<file path="config.mk">
export PLATFORM = sky130hd
export DESIGN_NAME = seg_scan_ctrl
export DESIGN_NICKNAME = d
export VERILOG_FILES = /design/src/rtl/seg_scan_ctrl_pkg.sv /design/src/rtl/seg_scan_ctrl_font.sv /design/src/rtl/seg_scan_ctrl.sv
export SDC_FILE = /design/constraint.sdc
export NUM_CORES = 1
export LEC_CHECK = 0
export CORE_MARGIN = 3
export CORE_UTILIZATION = 40
export DETAILED_ROUTE_END_ITERATION = 12
export SLEW_MARGIN = 30
export SYNTH_ARGS = -nofsm -noshare
export SYNTH_HDL_FRONTEND = slang
export SYNTH_SLANG_ARGS = --single-unit
</file>
<file path="constraint.sdc">
create_clock -name clk -period 3.02 [get_ports clk]
set_input_delay 0.604 -clock clk [delete_from_list [all_inputs] [get_ports clk]]
set_output_delay 0.604 -clock clk [all_outputs]
set_load 0.005 [all_outputs]
</file>
<file path="src/rtl/seg_scan_ctrl_pkg.sv">
// Shared constants for the multiplexed 7-segment scanner: off pattern, segment bit
// positions and the active-high hex font (gfedcba).
package seg_pkg;

  localparam logic [7:0] SEG_OFF = 8'hFF;

  localparam int unsigned SEG_A  = 0;
  localparam int unsigned SEG_G  = 6;
  localparam int unsigned SEG_DP = 7;

  // Entry [n] is the glyph for hex digit n; b and d are lowercase.
  localparam logic [15:0][6:0] SEG_FONT = {
    7'h71, 7'h79, 7'h5E, 7'h39, 7'h7C, 7'h77, 7'h6F, 7'h7F,
    7'h07, 7'h7D, 7'h6D, 7'h66, 7'h4F, 7'h5B, 7'h06, 7'h3F
  };

endpackage

</file>
<file path="src/rtl/seg_scan_ctrl_font.sv">
// Hex nibble to active-high 7-segment pattern (gfedcba), purely combinational.
module seg_font
  import seg_pkg::*;
(
  input  logic [3:0] nibble_i,
  output logic [6:0] seg_o
);

  assign seg_o = SEG_FONT[nibble_i];

endmodule

</file>
<file path="src/rtl/seg_scan_ctrl.sv">
// Multiplexed 7-segment scanner: prescaled digit scan, frame-coherent snapshot,
// leading-zero suppression, per-digit blanking and PWM brightness; registered outputs.
module seg_scan_ctrl
  import seg_pkg::*;
#(
  parameter int unsigned DIGITS   = 8,
  parameter int unsigned DIV_W    = 17,
  parameter int unsigned BRIGHT_W = 4
) (
  input  logic                  clk,
  input  logic                  clr,
  input  logic [4*DIGITS-1:0]   datas,
  input  logic [DIGITS-1:0]     dp,
  input  logic [DIGITS-1:0]     blank,
  input  logic                  lz_en,
  input  logic [BRIGHT_W-1:0]   brightness,
  output logic [7:0]            display_data,
  output logic [DIGITS-1:0]     display_en
);

  localparam int unsigned IDX_W = (DIGITS > 1) ? $clog2(DIGITS) : 1;

  logic [DIV_W-1:0]           cnt_q, cnt_d;
  logic [IDX_W-1:0]           idx_q, idx_d;
  logic                       first_q;
  logic [DIGITS-1:0][3:0]     nib_q;
  logic [DIGITS-1:0]          dp_q, blank_q;
  logic                       lz_q;
  logic [7:0]                 data_q, data_d;
  logic [DIGITS-1:0]          en_q, en_d;

  logic                       tick, last, snap, on, visible, zero_run;
  logic [BRIGHT_W-1:0]        phase;
  logic [DIGITS-1:0]          supp;
  logic [6:0]                 seg;

  seg_font u_font (
    .nibble_i (nib_q[idx_q]),
    .seg_o    (seg)
  );

  always_comb begin
    tick  = &cnt_q;
    last  = (idx_q == IDX_W'(DIGITS - 1));
    cnt_d = cnt_q + 1'b1;
    idx_d = idx_q;
    if (tick) idx_d = last ? '0 : idx_q + 1'b1;
    snap  = first_q | (tick & last);
  end

  // Walk from the most significant digit down; a digit stays suppressed only while
  // every nibble from it upward is zero. A lit dp rescues just its own digit.
  always_comb begin
    supp     = '0;
    zero_run = 1'b1;
    for (int unsigned i = 0; i < DIGITS; i++) begin
      zero_run = zero_run & (nib_q[DIGITS-1-i] == 4'h0);
      if (lz_q && zero_run && (i != DIGITS - 1) && !dp_q[DIGITS-1-i])
        supp[DIGITS-1-i] = 1'b1;
    end
  end

  // cnt_q == 0 is the first cycle of a new slot; keeping it dark gives the anti-ghost gap.
  always_comb begin
    phase   = cnt_q[DIV_W-1 -: BRIGHT_W];
    on      = (&brightness) | (phase < brightness);
    visible = on & ~blank_q[idx_q] & ~supp[idx_q] & (cnt_q != '0);
    en_d    = '1;
    data_d  = SEG_OFF;
    if (visible) begin
      en_d                 = ~(DIGITS'(1) << idx_q);
      data_d[SEG_DP]       = ~dp_q[idx_q];
      data_d[SEG_G:SEG_A]  = ~seg;
    end
  end

  always_ff @(posedge clk or posedge clr) begin
    if (clr) begin
      cnt_q   <= '0;
      idx_q   <= '0;
      first_q <= 1'b1;
      nib_q   <= '0;
      dp_q    <= '0;
      blank_q <= '0;
      lz_q    <= 1'b0;
      data_q  <= SEG_OFF;
      en_q    <= '1;
    end else begin
      cnt_q   <= cnt_d;
      idx_q   <= idx_d;
      first_q <= 1'b0;
      if (snap) begin
        nib_q   <= datas;
        dp_q    <= dp;
        blank_q <= blank;
        lz_q    <= lz_en;
      end
      data_q  <= data_d;
      en_q    <= en_d;
    end
  end

  assign display_data = data_q;
  assign display_en   = en_q;

endmodule

</file>
==> PnR_summary.wiki <==
{| class="wikitable"
! Metric !! Value
|-
| Share of synthesized registers carrying an async set or reset || 100%
|-
| Count of clock tree sinks || 86
|-
| Most numerous cell on the critical path || mux2i_1
|-
| Hold path cells || 1
|-
| Setup ws final || 412 ps
|-
| Data arrival at the endpoint of the critical path || 2870 ps
|-
| CP Cell Sequence || mux4_2 > mux2i_1 > inv_1 > ha_1 > mux2_1 > mux2i_1 > nand3_1
|-
| CP max stage cell || dfrtp_1
|-
| Die width || 108 um
|-
| Slew at the pin closest to its max-slew limit || 591 ps
|-
| Final RePlAce weighted congestion || 0.819
|-
| H-tree levels || 3
|-
| Max-Cap Viols || 0
|-
| Remaining antenna violation count || 0
|-
| Register-to-register setup slack || 410 ps
|-
| DRC || 0
|-
| Die Area || 11600 um^2
|-
| Detailed placer's ending HPWL || 5970 um
|-
| #FFs+latches synth || 86
|-
| Share of the clock period used by the worst path after layout || 86.3%
|-
| Hold violation total from the final report || 0
|-
| Minimum clock period after layout || 2610 ps
|-
| Register-to-Register Path Depth || 7
|-
| Sum of negative setup slack || 0 ps
|-
| Quantity of gates resized following cts || 0
|-
| Cells taking the most area after synthesis || dfrtp_1 (42%), mux2_2 (13%), dfstp_2 (11%), mux4_2 (6.5%), ha_1 (5.1%)
|-
| Vias/cell || 5.04
|-
| Number of endpoints failing setup at the final stage || 0
|-
| Initial standard-cell utilization of the core || 41.8%
|-
| Commonest cells in the netlist || dfrtp_1 (69), mux2_2 (49), nand3_1 (21)
|-
| Via total after detailed routing || 2654
|-
| Critical hold path startpoint || cnt_q[4]
|-
| Post-CTS Setup Inserts || 0
|-
| Via count of the first global-routing pass || 2718
|-
| Share of post-route cells with drive strength above 1 || 26.9%
|-
| Post-synthesis instance area || 4150 um^2
|-
| Count of inserted antenna diode cells || 0
|-
| Relative slew slack || 60.3%
|-
| Post-synthesis area per instance || 13.2 um^2
|-
| Final net count || 461
|-
| Unrepaired setup endpoints after global routing || false
|-
| Number of distinct library cells after synthesis || 47
|-
| Worst path top cell family by delay || multiplexers
|-
| Power density relative to cell area || 472 nW/um^2
|-
| Status || finished clean
|-
| Worst slack, placed || 392 ps
|-
| Synthesis warning total || 0
|-
| Slew Limit Fails || 0
|-
| Dominant cell type by area after synthesis || dfrtp_1
|-
| Crit path launch || idx_q[1]
|-
| Overall track demand over capacity in global routing || 15.3%
|-
| Number of rows created at floorplan || 36
|-
| Type of the worst min-delay path || flip-flop to flip-flop
|-
| Number of buffers between clock root and the deepest sink || 2
|-
| Final wirelength || 8320 um
|-
| Grt total ovfl || 0
|-
| Core Area || 9910 um^2
|-
| CTS root buffer || clkbuf_8
|-
| Post-synth top area share || 41.7%
|-
| Setup clock skew after layout || 9.59 ps
|-
| Worst Path Required || 3280 ps
|-
| Global-route wire length before repair || 13800 um
|-
| Most frequently used cell type in the post-synthesis netlist || dfrtp_1
|-
| Routed wire per std cell || 15.8 um
|-
| Gate Count Post-Synth || 313
|-
| Peak ir drop on the vdd network || 0.186 mV
|-
| Total stage count of the critical path || 7
|-
| Critical register-to-register path startpoint || idx_q[1]
|-
| Clock insertion delay at the later pin of the skew report || 350 ps
|-
| Synth Flop Type || dfrtp_1
|-
| Clock tree from TritonCTS || built
|-
| Initial antenna violation count || 0
|-
| # IOs || 71
|-
| Critical Path Max Stage Delay || 690 ps
|-
| Initial DRC Count || 98
|-
| Leak Pwr || 0.00216 uW
|-
| Crit end category || flip-flop
|-
| Maximum fanout along the worst path || 11
|-
| Type of the worst setup path || flip-flop to flip-flop
|-
| Post-Synthesis Net Count || 385
|-
| Post-synth EDFFs || 0
|-
| First drt pass iteration count || 4
|-
| Maximum number of pins on one net before global-route repair || 87
|-
| Worst Path Buf+Inv || 1
|-
| # port buffers || 70
|-
| Sequential share of the synthesized area || 52.4%
|-
| Clock buffers created by TritonCTS || 9
|-
| CP Launch Type || flip-flop
|-
| Die height || 108 um
|-
| Achievable frequency || 383 MHz
|-
| Clk pin slew, worst setup/hold paths || 90 ps
|-
| Layout overhead on the synthesized area || 26.4%
|-
| Hold-fix buffers, CTS || 0
|}
[metal layers]
layer | global-route usage (%) | wire length (um) | up-vias
li1 | - | - | 1292
met1 | 23.0 | 4190 | 1298
met2 | 22.2 | 3710 | 55
met3 | 2.70 | 325 | 9
met4 | 5.68 | 105 | 0
met5 | 0 | 0 | -
[cell type report]
class / count / area (um^2)
fillers: 901 / 4670
flip-flops and latches: 86 / 2170
multi-input cells: 197 / 1850
repair buffers: 77 / 778
well taps: 133 / 166
clock buffers: 11 / 141
inverters: 18 / 68.8
clock inverters: 5 / 58.8
[worst paths after layout]
check,endpoint
worst max-delay path,display_data[3]
worst min-delay path,cnt_q[4]
worst max register to register,display_data[3]
worst min register to register,cnt_q[4]
max in group asynchronous,first_q
min in group asynchronous,blank_q[0]
[cells by family (layout without fill, tap and decap cells)]
family	after synthesis	in the layout	synth area share, %
other	1	1	0.0905
DFF	86	86	52.4
and+or+nand+nor	74	74	9.42
muxes	70	70	22.7
AOI/OAI and AO/OA	21	21	4.14
adders and majority gates	17	17	5.13
xor gates and xnor gates	14	14	2.96
buffers and inverters	30	111	3.17
[metrics by stage]
stage          area, um^2  cells  power [uW]  hold WS [ps]  util [%]
4_1_cts              5240    527        2500           507      52.9
2_1_floorplan        4150    313        1510           459         -
3_3_place_gp         5040    511        1670           481      50.8
3_5_place_dp         5040    511        1680           488      50.8
5_1_grt              5240    527        2590           525      52.9
6_report             5240    527        2470           503      52.9
[state kept, by name, indices dropped and copies added, names as in the netlist]
signal / cells
nib_q: 32
display_data: 8
cnt_q: 17
display_en: 8
idx_q: 3
dp_q: 8
first_q: 1
lz_q: 1
blank_q: 8
[report_power, final]
part	internal, uW	leakage (uW)	switching (uW)
sequential	1250	0.00102	57.0
combinational	217	0.00105	131
clock	406	0.0000955	417
total	1870	0.00216	605
[layout by cell type (no fill, tap or decap), drive strengths merged, types with 2 or more instances in the layout]
cell type,count
a21oi,2
a22oi,3
a2bb2oi,2
and4,2
buf,7
clkbuf,11
clkdlybuf4s50,70
clkinv,3
clkinvlp,2
dfrtp,69
dfstp,17
ha,17
inv,17
mux2,51
mux2i,7
mux4,12
nand2,11
nand2b,3
nand3,21
nand4,6
nor2,11
nor2b,2
nor3,2
nor4,11
o2111ai,3
o21ai,2
xnor2,8
xor2,6
Power figures use the tool's default switching activity.
